`src/rtl/seq_tx_pkg.sv`:
```
// Shared types and helpers for the seq_tx serial pattern transmitter.
package seq_tx_pkg;

  typedef enum logic [1:0] {
    IDLE = 2'd0,
    SEND = 2'd1,
    GAP  = 2'd2,
    DONE = 2'd3
  } state_t;

  // A zero length, or one longer than the data word, selects the full word.
  function automatic int unsigned eff_len(input int unsigned len, input int unsigned data_w);
    return (len == 0 || len > data_w) ? data_w : len;
  endfunction

endpackage

```
`src/rtl/seq_tx_shifter.sv`:
```
// Loadable left-shift register whose output tap sits at a run-time bit position.
module seq_tx_shifter #(
  parameter int DATA_W = 8,
  parameter int LEN_W  = 4
) (
  input  logic              clk,
  input  logic              rst,
  input  logic              load,
  input  logic              shift,
  input  logic [DATA_W-1:0] load_data,
  input  logic [LEN_W-1:0]  tap_idx,
  output logic              tap
);

  logic [DATA_W-1:0] sr;
  logic [DATA_W-1:0] sel;

  always_ff @(posedge clk) begin
    if (rst) begin
      sr <= '0;
    end else if (load) begin
      sr <= load_data;
    end else if (shift) begin
      sr <= sr << 1;
    end
  end

  assign sel = sr >> tap_idx;
  assign tap = sel[0];

endmodule

```
`src/rtl/seq_tx.sv`:
```
// Serial pattern transmitter: sends a latched word MSB-first, rep+1 times, with
// an optional idle gap between frames, then pulses done for one cycle.
module seq_tx
  import seq_tx_pkg::*;
#(
  parameter int DATA_W = 8,
  parameter int LEN_W  = 4,
  parameter int REP_W  = 4,
  parameter int GAP_W  = 4
) (
  input  logic              clk,
  input  logic              rst,
  input  logic              start,
  input  logic [DATA_W-1:0] data_in,
  input  logic [LEN_W-1:0]  len_in,
  input  logic [REP_W-1:0]  rep_in,
  input  logic [GAP_W-1:0]  gap_in,
  output logic              dout,
  output logic              valid,
  output logic              busy,
  output logic              done
);

  state_t            state;
  logic [DATA_W-1:0] data_q;
  logic [LEN_W-1:0]  len_q;
  logic [LEN_W-1:0]  bit_cnt;
  logic [REP_W-1:0]  frame_cnt;
  logic [GAP_W-1:0]  gap_q;
  logic [GAP_W-1:0]  gap_cnt;

  logic [LEN_W-1:0]  len_eff;
  logic [LEN_W-1:0]  len_eff_m1;
  logic [LEN_W-1:0]  len_q_m1;
  logic [DATA_W-1:0] first_sel;
  logic [DATA_W-1:0] reload_sel;
  logic              accept;
  logic              reload;
  logic              sh_load;
  logic              sh_shift;
  logic [DATA_W-1:0] sh_data;
  logic              sh_tap;

  assign len_eff    = LEN_W'(eff_len(32'(len_in), DATA_W));
  assign len_eff_m1 = len_eff - LEN_W'(1);
  assign len_q_m1   = len_q - LEN_W'(1);
  assign first_sel  = data_in >> len_eff_m1;
  assign reload_sel = data_q >> len_q_m1;

  assign accept = (state == IDLE) && start;
  assign reload = ((state == SEND) && (bit_cnt == '0) && (frame_cnt != '0) && (gap_q == '0)) ||
                  ((state == GAP) && (gap_cnt == '0));

  // The MSB goes straight to dout on a (re)load, so the shifter is loaded one
  // position ahead and its tap always holds the next bit to send.
  assign sh_load  = accept || reload;
  assign sh_shift = (state == SEND) && (bit_cnt != '0);
  assign sh_data  = accept ? (data_in << 1) : (data_q << 1);

  seq_tx_shifter #(
    .DATA_W (DATA_W),
    .LEN_W  (LEN_W)
  ) u_shifter (
    .clk       (clk),
    .rst       (rst),
    .load      (sh_load),
    .shift     (sh_shift),
    .load_data (sh_data),
    .tap_idx   (len_q_m1),
    .tap       (sh_tap)
  );

  always_ff @(posedge clk) begin
    if (rst) begin
      state     <= IDLE;
      data_q    <= '0;
      len_q     <= '0;
      bit_cnt   <= '0;
      frame_cnt <= '0;
      gap_q     <= '0;
      gap_cnt   <= '0;
      dout      <= 1'b0;
      valid     <= 1'b0;
      busy      <= 1'b0;
      done      <= 1'b0;
    end else begin
      case (state)
        IDLE: begin
          done <= 1'b0;
          if (start) begin
            data_q    <= data_in;
            len_q     <= len_eff;
            frame_cnt <= rep_in;
            gap_q     <= gap_in;
            bit_cnt   <= len_eff_m1;
            dout      <= first_sel[0];
            valid     <= 1'b1;
            busy      <= 1'b1;
            state     <= SEND;
          end
        end
        SEND: begin
          if (bit_cnt != '0) begin
            bit_cnt <= bit_cnt - LEN_W'(1);
            dout    <= sh_tap;
          end else if (frame_cnt != '0) begin
            frame_cnt <= frame_cnt - REP_W'(1);
            if (gap_q != '0) begin
              gap_cnt <= gap_q - GAP_W'(1);
              dout    <= 1'b0;
              valid   <= 1'b0;
              state   <= GAP;
            end else begin
              bit_cnt <= len_q_m1;
              dout    <= reload_sel[0];
            end
          end else begin
            dout  <= 1'b0;
            valid <= 1'b0;
            done  <= 1'b1;
            state <= DONE;
          end
        end
        GAP: begin
          if (gap_cnt != '0) begin
            gap_cnt <= gap_cnt - GAP_W'(1);
          end else begin
            bit_cnt <= len_q_m1;
            dout    <= reload_sel[0];
            valid   <= 1'b1;
            state   <= SEND;
          end
        end
        DONE: begin
          done  <= 1'b0;
          busy  <= 1'b0;
          state <= IDLE;
        end
        default: state <= IDLE;
      endcase
    end
  end

endmodule

```
`config.mk`:
```
export PLATFORM = sky130hd
export DESIGN_NAME = seq_tx
export DESIGN_NICKNAME = d
export VERILOG_FILES = /design/src/rtl/seq_tx_pkg.sv /design/src/rtl/seq_tx_shifter.sv /design/src/rtl/seq_tx.sv
export SDC_FILE = /design/constraint.sdc
export NUM_CORES = 1
export LEC_CHECK = 0
export ABC_AREA = 0
export CAP_MARGIN = 30
export CORE_ASPECT_RATIO = 1.5
export CORE_MARGIN = 3
export CORE_UTILIZATION = 37
export DETAILED_ROUTE_END_ITERATION = 10
export GPL_TIMING_DRIVEN = 1
export SLEW_MARGIN = 15
export SYNTH_ARGS = -nofsm -noshare
export SYNTH_HDL_FRONTEND = slang
export SYNTH_SLANG_ARGS = --single-unit
export TNS_END_PERCENT = 10
```
`constraint.sdc`:
```
create_clock -name clk -period 1.8 [get_ports clk]
set_input_delay 0.27 -clock clk [delete_from_list [all_inputs] [get_ports clk]]
set_output_delay 0.27 -clock clk [all_outputs]
set_load 0.01 [all_outputs]
```
==> summary.md, run 1 <==
| Metric | Value |
|---|---|
| Setup-failing EPs final | 0 |
| Status | completed |
| Routability cong. | 0.856 |
| Main synth FF type | dfxtp_1 |
| Critical path class | register to register |
| H-tree depth reported by CTS | 2 |
| CTS tree | built |
| Pre-CTS WS | -125 ps |
| Yosys cell types | 60 |
| I/O pin count | 27 |
| Setup crit start | state[0]$_SDFFE_PP0P_ |
| Initial antenna violation count | 0 |
| DRT Pass-1 Iters | 4 |
| Clock network power share | 14.9% |
| Register-to-Register Path Depth | 8 |
| Post-synth EDFFs | 0 |
| VDD IR max | 0.000653 V |
| Post-route minimum period | 1780 ps |
| RR Endpoint | bit_cnt[2]$_SDFFE_PP0P_ |
| Synth top area share | 33.3% |
| Hold Crit Class | register to register |
| Leakage Power | approximately 1.2 nW |
| Worst Tran Pin Value | 409 ps |
| Slew Limit Fails | 0 |
| Final ANT Viol Nets | 0 |
| First-pass GRT wire length | 10100 um |
| Avg Cell Area, Syn | 8.81 sq um |
| Hold_buf cts | 0 |
| Syn_nets | 312 |
| Longest Clk Path Bufs | 2 |
| Largest net degree at the start of global routing | 42 |
| Worst-skew pair later-pin latency | about 300 ps |
| Die Area | 0.00770 sq mm |
| Critical path arrival | 2010 ps |
| Final Worst Setup Slack | 22.5 ps |
| Power Total | roughly 5.4 mW |
| Hold Path Stages | 2 |
| Hold_sp | bit_cnt[1]$_SDFFE_PP0P_ |
| Combinational power share | 58.4% |
| Vias in the first global route | roughly 2100 |
| Crit end category | register |
| Number of port buffers | 26 |
| FFs w/ async S/R, synth | 0% |
| Period utilisation layout | 98.8% |
| Fmax | between 500 and 600 MHz |
| Power per cell area | approximately 1700 mW/mm^2 |
| Largest family of logic cells by synthesized area | simple AND/OR/NAND/NOR gates |
| Synth Area in Adders | 4.57% |
| Vias | 2235 |
| Rows | 35 |
| Multiplexer share of the synthesized area | 12.9% |
| Worst Hold End | bit_cnt[1]$_SDFFE_PP0P_ |
| Simple-gate share of the synthesized area | 21.7% |
| Final Skew | 9.27 ps |
| Hpwl dp | 4640 um |
| Die width | 72.7 um |
| Sequential power share | a little over a quarter |
| CTS Buf Count | 5 |
| Yosys reg bits | 41 |
| Fill cells | 627 |
| Sequential area share after synthesis | 33.3% |
| YS warnings | 0 |
| Crit-path max FO | 5 |
| Ratio of cells with drive above 1 in the final layout | 28.7% |
| Switching share of total power | 39.2% |
| Synth Area in XOR/XNOR | approximately 1.8% |
| RSZ-0062 raised after global routing | yes |
| CTS sink cnt | 41 |
| Iter 0 DRT Violations | 88 |
| Max-cap violation count | 0 |
| Routed len/inst | 15.3 um |
| Ant. Diodes | 0 |
| Total setup buffers inserted after CTS | 0 |
| Drc violations | 0 |
| Clock transition at path regs | 80 ps |
| Critical Path RT | 2030 ps |
| Final wirelength | 6260 um |
| Area growth from synthesis to layout | 31.3% |
| Synth Area in Compound Gates | 18.9% |
| Commonest non-fill, non-tap cell in the layout | dfxtp_1 |
| Core ar. | 0.00631 sq mm |
| Chip Height | 106 um |
| Starting Density | 39.1% |
| R2R Path Start | state[0]$_SDFFE_PP0P_ |
| Final Hold Viols | 0 |
| NetSw | 2.11 mW |
| Synth Instances | 280 |
| Power Internal | 3.27 mW |
| Commonest non-fill, non-tap cells in the layout | dfxtp_1, buf_4, nor2_1 |
| CP Launch Type | register |
| Tot GR Track Use | 16.7% |
| Grt total ovfl | 0 |
| Synth top area cells | dfxtp_1, mux2i_1, nor2_1, a21oi_1, ha_1 |
| Setup slack, reg-to-reg | 20 ps |
| Nets | 365 |
| Slew headroom | between 70% and 80% |
| Cell Area, Synth | 0.00247 sq mm |
| Root buf cell | clkbuf_8 |
| Cell taking the most area after synthesis | dfxtp_1 |
| Vias per std cell | ~5.5 |
Yosys cell counts, types with 3 or more instances:
cell and n:
a211oi_1 10, a21oi_1 23, buf_2 7, buf_4 3
clkbuf_1 4, dfxtp_1 41, ha_1 9, inv_1 12
mux2_2 9, mux2i_1 15, mux4_2 3, nand2_1 26
nand2b_1 3, nand3_1 6, nand3b_1 4, nor2_1 31
nor3_1 6, o21ai_0 11, o221ai_1 3, xnor2_1 4
per-stage QoR:
| stage | cells | utilization [%] | cell area [sq um] | TNS, ps | hold WS (ps) |
|---|---|---|---|---|---|
| after global placement | 400 | 47.7 | 3010 | -112 | 452 |
| after detailed placement | 400 | 47.7 | 3010 | -364 | 463 |
| after CTS | 408 | 49.8 | 3140 | -4.10 | 473 |
| after global routing | 408 | 51.3 | 3240 | -150 | 494 |
| final | 408 | 51.3 | 3240 | 0 | 475 |
| after floorplan | 280 | - | 2490 | -20.0 | 406 |
critical path, stage by stage, from the launching register on:
cell and delay (ps):
dfxtp_2 330, inv_1 70, buf_4 150, ha_2 190, or2b_4 240, o211ai_4 100
or2_4 270, a211o_1 240, a21oi_1 130
layout make-up:
class	count	area, sq um	share of cell area, %
clock buffers	6	82.6	2.55
repair buffers	64	566	17.5
multi-input cells	209	1590	49.1
well taps	74	92.6	2.86
inverters	12	45.0	1.39
flip-flops and latches	41	826	25.5
clock inverters	2	37.5	1.16
how the worst max path moves through the flow:
stage,cells after the start,end,slack [ps]
after floorplan,9,dout$_SDFFE_PP0P_,-20
after global placement,6,dout$_SDFFE_PP0P_,-60
after detailed placement,7,dout$_SDFFE_PP0P_,-120
after CTS,8,bit_cnt[2]$_SDFFE_PP0P_,-3
after global routing,7,u_shifter.sr[5]$_SDFFE_PP0P_,-50
final,8,bit_cnt[2]$_SDFFE_PP0P_,20
sequential cells by signal (all words and copies together) (netlist names):
signal,cells
dout,1
valid,1
bit_cnt,4
frame_cnt,4
gap_cnt,4
state,2
len_q,4
u_shifter.sr,7
data_q,8
busy,1
gap_q,4
done,1
layer usage:
metal	part of all wire [%]	global-route usage (%)
met3	3.6	3.22
met2	54	29.8
met5	0	0
met4	2.0	6.20
met1	41	19.0
timing repair:
item / 4_1_cts / 5_1_grt
resized for setup: 3 / 28
hold endpoints to repair: 0 / 0
pin swaps: 0 / 5
endpoints found under the setup margin: 9 / 22
cell families (layout without fill, tap and decap cells):
| logic type | after synthesis | count (layout) |
|---|---|---|
| multiplexers | 27 | 27 |
| AND/OR/NAND/NOR | 98 | 98 |
| XOR/XNOR | 5 | 5 |
| AO/OA/AOI/OAI | 70 | 70 |
| buffers and inverters | 30 | 84 |
| adder cells (fa/ha/maj) | 9 | 9 |
| flip-flops | 41 | 41 |
power by group through the flow:
stage          combinational (mW)  clock, mW  sequential, mW
6_report                     3.14      0.800            1.44
5_1_grt                      3.46      0.859            1.48
4_1_cts                      2.94      0.815            1.41
3_5_place_dp                 2.88          0            1.43
3_3_place_gp                 2.86          0            1.43
2_1_floorplan                2.03          0            1.41
(Power assumes the default switching activity.)
==> inputs of run 2 (changes only) <==
==> constraint.sdc (replaced) <==
create_clock -name clk -period 1.6 [get_ports clk]
set_input_delay 0.24 -clock clk [delete_from_list [all_inputs] [get_ports clk]]
set_output_delay 0.24 -clock clk [all_outputs]
set_load 0.01 [all_outputs]
==> summary.md, run 2 (synthesis gave the netlist of run 1 again) <==
| Metric | Value |
|---|---|
| Status | finished with violations |
| Failing checks | negative setup slack |
| Nets | 391 |
| Crit path max-delay family | multiplexers |
| Chip Height | 106 um |
| NetSw | 2.56 mW |
| CTS sink cnt | 41 |
| Setup TNS | -841 ps |
| Clock network power share | 15.4% |
| Final Hold Viols | 0 |
| Fmax | 574 MHz |
| Max reg flops | 8 |
| Final cell count without fillers | 434 |
| Cell area after placement | around 0.0032 sq mm |
| VDD IR max | 0.000878 V |
| Final Skew | 8.31 ps |
| CP max stage delay | between 400 and 500 ps |
| Commonest non-fill, non-tap cells in the layout | buf_4, dfxtp_1, nor2_1 |
| Slowest CP cell | mux4_2 |
| Starting Density | 39.1% |
| Ant. Diodes | 0 |
| Max-cap violation count | 0 |
| Die Area | roughly 0.0077 sq mm |
| Worst-skew pair later-pin latency | roughly 300 ps |
| Worst Tran Pin Value | 538 ps |
| Vias in the first global route | 2372 |
| I/O pin count | 27 |
| Slew headroom | 63.9% |
| Final Worst Setup Slack | -142 ps |
| CTS tree | built |
| Final ANT Viol Nets | 0 |
| CTS Buf Count | 5 |
| DRT Pass-1 Iters | 4 |
| Hpwl dp | around 4800 um |
| Setup-failing EPs final | 18 |
| Final Cell Area | 0.00355 sq mm |
| H-tree depth reported by CTS | 2 |
| Iter 0 DRT Violations | 93 |
| Hold Crit Class | register to register |
| Power Total | 6.69 mW |
| Ratio of cells with drive above 1 in the final layout | between 30% and 40% |
| Initial antenna violation count | 0 |
| Slew Limit Fails | 0 |
| First-pass GRT wire length | 10600 um |
| Die width | ~73 um |
| Rows | 35 |
| Power Internal | between 4 and 5 mW |
| Crit-path max FO | 2 |
| FF/Latch Area | 830 sq um |
| Pre-CTS WS | -257 ps |
| Fin Hold WS | 468 ps |
| Power per cell area | roughly 1900 mW/mm^2 |
| Commonest non-fill, non-tap cell in the layout | buf_4 |
| Largest Register | data_q |
| Combinational power share | between 60 and 70% |
| Final wirelength | 6360 um |
| Critical Path RT | 1780 ps |
| Routability cong. | 0.866 |
| Post-route minimum period | 1740 ps |
| Critical path arrival | 1930 ps |
| CP cell instances | inv_2 -> ha_4 -> mux4_2 -> nor2_1 -> nand4bb_1 -> o311a_1 -> o31ai_1 |
| Root buf cell | clkbuf_8 |
| Biggest regs | data_q: 8 flops, u_shifter.sr: 7 flops |
| Longest Clk Path Bufs | 2 |
| Tot GR Track Use | 17.3% |
| Core ar. | 0.00631 sq mm |
| Sequential power share | 24.4% |
| Grt total ovfl | 0 |
| CP Launch Type | register |
| Vias per std cell | 5.37 |
| Leakage Power | 1.38 nW |
| Area of the multi-input gates | 0.00167 sq mm |
| Number of port buffers | 26 |
| Period utilisation layout | 109% |
| Drc violations | 0 |
| Area growth from synthesis to layout | 43.9% |
| RSZ-0062 raised after global routing | yes |
| Crit end category | register |
| Switching share of total power | 38.3% |
| Routed len/inst | 14.6 um |
| Largest net degree at the start of global routing | 25 |
| Vias | ~2300 |
| Clock transition at path regs | approximately 90 ps |
| Critical path class | register to register |
| Count of buffer and inverter cells on the critical path | 1 |
| Post-placement cell count | approximately 420 |
| Fill cells | slightly above 600 |
| Fin util | a little under three fifths |
==> run 2: cell count changes in the layout (fill, tap and decap cells not counted), sizes merged <==
cell | previous run | this run
clkinvlp | 1 | 0
inv | 12 | 13
bufinv | 1 | 2
clkbuf | 6 | 5
buf | 38 | 64
==> run 2: timing repair <==
action | 4_1_cts | 5_1_grt
gates resized for setup | 35 | 21
buffers inserted | 3 | 0
pin swaps | 11 | 3
setup endpoints to repair | 29 | 29
hold buffers | 0 | 0
==> run 2: cell type report <==
type	instances	share of cell area, %
clock buffers	5	1.94
inverters	12	1.41
multi-input cells	209	47.1
well taps	74	2.61
flip-flops and latches	41	23.4
repair buffers	90	21.6
clock inverters	3	1.94
==> run 2: path summary, 6_finish.rpt <==
check	startpoint	end	slack [ps]	depth (start not counted)
worst max-delay path	len_q[1]$_SDFFE_PP0P_	dout$_SDFFE_PP0P_	-140	7
worst min-delay path	data_q[7]$_SDFFE_PP0P_	data_q[7]$_SDFFE_PP0P_	470	2
worst max register to register	len_q[1]$_SDFFE_PP0P_	dout$_SDFFE_PP0P_	-140	7
worst min register to register	data_q[7]$_SDFFE_PP0P_	data_q[7]$_SDFFE_PP0P_	470	2
==> run 2: tightest hold or removal path, delay by kind of cell, from the launching register on <==
family          cells  cell delay (ps)
compound gates      1               50
flops               1              320
simple gates        1               50
==> run 2: metal layers <==
layer | track usage [%] | up-vias | wire (um)
li1 | - | 1171 | -
met1 | 19.1 | 1103 | 2540
met4 | 8.31 | 0 | 235
met3 | 2.37 | 14 | 187
met5 | 0 | - | 0
met2 | 31.5 | 44 | 3390
==> run 2: power by group through the flow <==
| stage | sequential (mW) | combinational, mW | clock, mW |
|---|---|---|---|
| 2_1_floorplan | 1.59 | 2.28 | 0 |
| 3_3_place_gp | 1.59 | 3.44 | 0 |
| 3_5_place_dp | 1.60 | 3.47 | 0 |
| 4_1_cts | 1.61 | 3.80 | 1.06 |
| 5_1_grt | 1.69 | 4.41 | 1.09 |
| 6_report | 1.63 | 4.02 | 1.03 |
==> inputs of run 3 (changes only) <==
--- a/config.mk
+++ b/config.mk
@@ -12,6 +12,7 @@
 export CORE_UTILIZATION = 37
 export DETAILED_ROUTE_END_ITERATION = 10
 export GPL_TIMING_DRIVEN = 1
+export MAX_ROUTING_LAYER = met4
 export SLEW_MARGIN = 15
 export SYNTH_ARGS = -nofsm -noshare
 export SYNTH_HDL_FRONTEND = slang
==> summary.md, run 3 (synthesis gave the netlist of run 1 again) <==
| Metric | Value |
|---|---|
| Status | finished with violations |
| Failing checks | negative setup slack |
| VDD IR max | 0.000878 V |
| CTS sink cnt | just over 40 |
| Pre-CTS WS | -257 ps |
| Setup TNS | -842 ps |
| Grt met2 use | 31.5% |
| Max-cap violation count | 0 |
| Fin util | 56.3% |
| Root buf cell | clkbuf_8 |
| Longest Clk Path Bufs | 2 |
| Die Area | roughly 0.0077 sq mm |
| Die width | 72.7 um |
| RSZ-0062 raised after global routing | yes |
| Setup crit start | len_q[1]$_SDFFE_PP0P_ |
| Final Worst Setup Slack | -141 ps |
| Ratio of cells with drive above 1 in the final layout | 37.2% |
| Largest Register | data_q |
| Final ANT Viol Nets | 0 |
| CP Launch Type | register |
| Final wirelength | 6360 um |
| H-tree depth reported by CTS | 2 |
| Slew Limit Fails | 0 |
| Final cell count without fillers | 434 |
| Post-route minimum period | 1740 ps |
| Met1 usage | 19.1% |
| Tot GR Track Use | 17.8% |
| Final Hold Viols | 0 |
| R2R Path Start | len_q[1]$_SDFFE_PP0P_ |
| Fmax | between 500 and 600 MHz |
| Rows | 35 |
| Vias per std cell | 5.38 |
| Drc violations | 0 |
| Commonest non-fill, non-tap cells in the layout | buf_4, dfxtp_1, nor2_1 |
| Final Skew | between 8 and 9 ps |
| I/O pin count | 27 |
| Ant. Diodes | 0 |
| Worst-skew pair later-pin latency | around 300 ps |
| Iter 0 DRT Violations | 102 |
| Power per cell area | 1880 mW/mm^2 |
| Grt total ovfl | 0 |
| Period utilisation layout | 109% |
| Critical path arrival | 1920 ps |
| Worst Tran Pin Value | approximately 540 ps |
| Hpwl dp | ~4800 um |
| Vias in the first global route | 2372 |
| Critical Path RT | between 1500 and 2000 ps |
| Worst Hold End | data_q[7]$_SDFFE_PP0P_ |
| Routability cong. | 0.881 |
| Slew headroom | between 60 and 70% |
| Setup-failing EPs final | 18 |
| Area growth from synthesis to layout | 43.9% |
| Met3 Use GR | around 2.4% |
| Hold Path Stages | 2 |
| Hold Crit Class | register to register |
| Fill cells | 611 |
| CTS tree | built |
| Chip Height | 106 um |
| Number of port buffers | 26 |
| Post-placement cell count | 423 |
| Vias | 2333 |
| Busiest grt layer | met2 |
| First-pass GRT wire length | roughly 11000 um |
| Clock transition at path regs | 90 ps |
| DRT Pass-1 Iters | 4 |
| CTS Buf Count | 5 |
| Starting Density | 39.1% |
| Initial antenna violation count | 0 |
| Nets | 391 |
| Max reg flops | 8 |
| RR Endpoint | dout$_SDFFE_PP0P_ |
| Crit-path max FO | 2 |
| Setup slack, reg-to-reg | -140 ps |
| Biggest regs | data_q: 8 flops, u_shifter.sr: 7 flops |
| Leakage Power | 1.38 nW |
| Hold_sp | data_q[7]$_SDFFE_PP0P_ |
| Core ar. | 0.00631 sq mm |
| Largest net degree at the start of global routing | 25 |
| Crit end category | register |
| Critical path class | register to register |
| Routed len/inst | 14.7 um |
| Register-to-Register Path Depth | 7 |
| Commonest non-fill, non-tap cell in the layout | buf_4 |
## run 3: cell counts in the layout (fill, tap and decap cells not counted)
Identical to the previous run, type by type.
## run 3: repair_timing
item | 4_1_cts | 5_1_grt
endpoints found under the setup margin | 29 | 29
hold buffers | 0 | 0
gates resized for setup | 35 | 21
pin swaps | 11 | 3
setup buffers | 3 | 0
## run 3: per-layer routing
layer,share of wire [%],wire length [um]
met1,40,2570
met2,53,3380
met3,2.8,175
met4,3.7,234
met5,0,0
## run 3: area by class of cell
type	count	area [sq um]	share of cell area, %
Clock inverter	3	68.8	1.94
Tap cell	74	92.6	2.61
Sequential cell	41	830	23.4
Multi-Input combinational cell	209	1670	47.1
Clock buffer	5	68.8	1.94
Timing Repair Buffer	90	768	21.6
Inverter	12	50.0	1.41
## run 3: worst max-delay path, cell delays in order, from the launching register on
cell and delay, ps:
dfxtp_2 340, inv_2 40, ha_4 280, mux4_2 490
nor2_1 90, nand4bb_1 130, o311a_1 190, o31ai_1 70
## run 3: how the worst max path moves through the flow
stage / end / slack, ps / cells after the start
5_1_grt: dout$_SDFFE_PP0P_ / -220 / 7
6_report: dout$_SDFFE_PP0P_ / -140 / 7
4_1_cts: dout$_SDFFE_PP0P_ / -170 / 7
3_3_place_gp: dout$_SDFFE_PP0P_ / -240 / 6
2_1_floorplan: dout$_SDFFE_PP0P_ / -220 / 9
3_5_place_dp: dout$_SDFFE_PP0P_ / -260 / 7
## run 3: metrics by stage
step                      area [sq um]  hold slack, ps  total power, mW
after floorplan                   2490             376             3.87
after global placement            3180             441             5.03
after detailed placement          3180             458             5.08
after CTS                         3460             471             6.46
after global routing              3550             495             7.19
final                             3550             469             6.69
## run 3: power by group
group | switching (mW) | internal [mW] | total, mW
clock | 0.400 | 0.629 | 1.03
sequential | 0.281 | 1.35 | 1.63
combinational | 1.88 | 2.14 | 4.02
total | 2.56 | 4.12 | 6.69
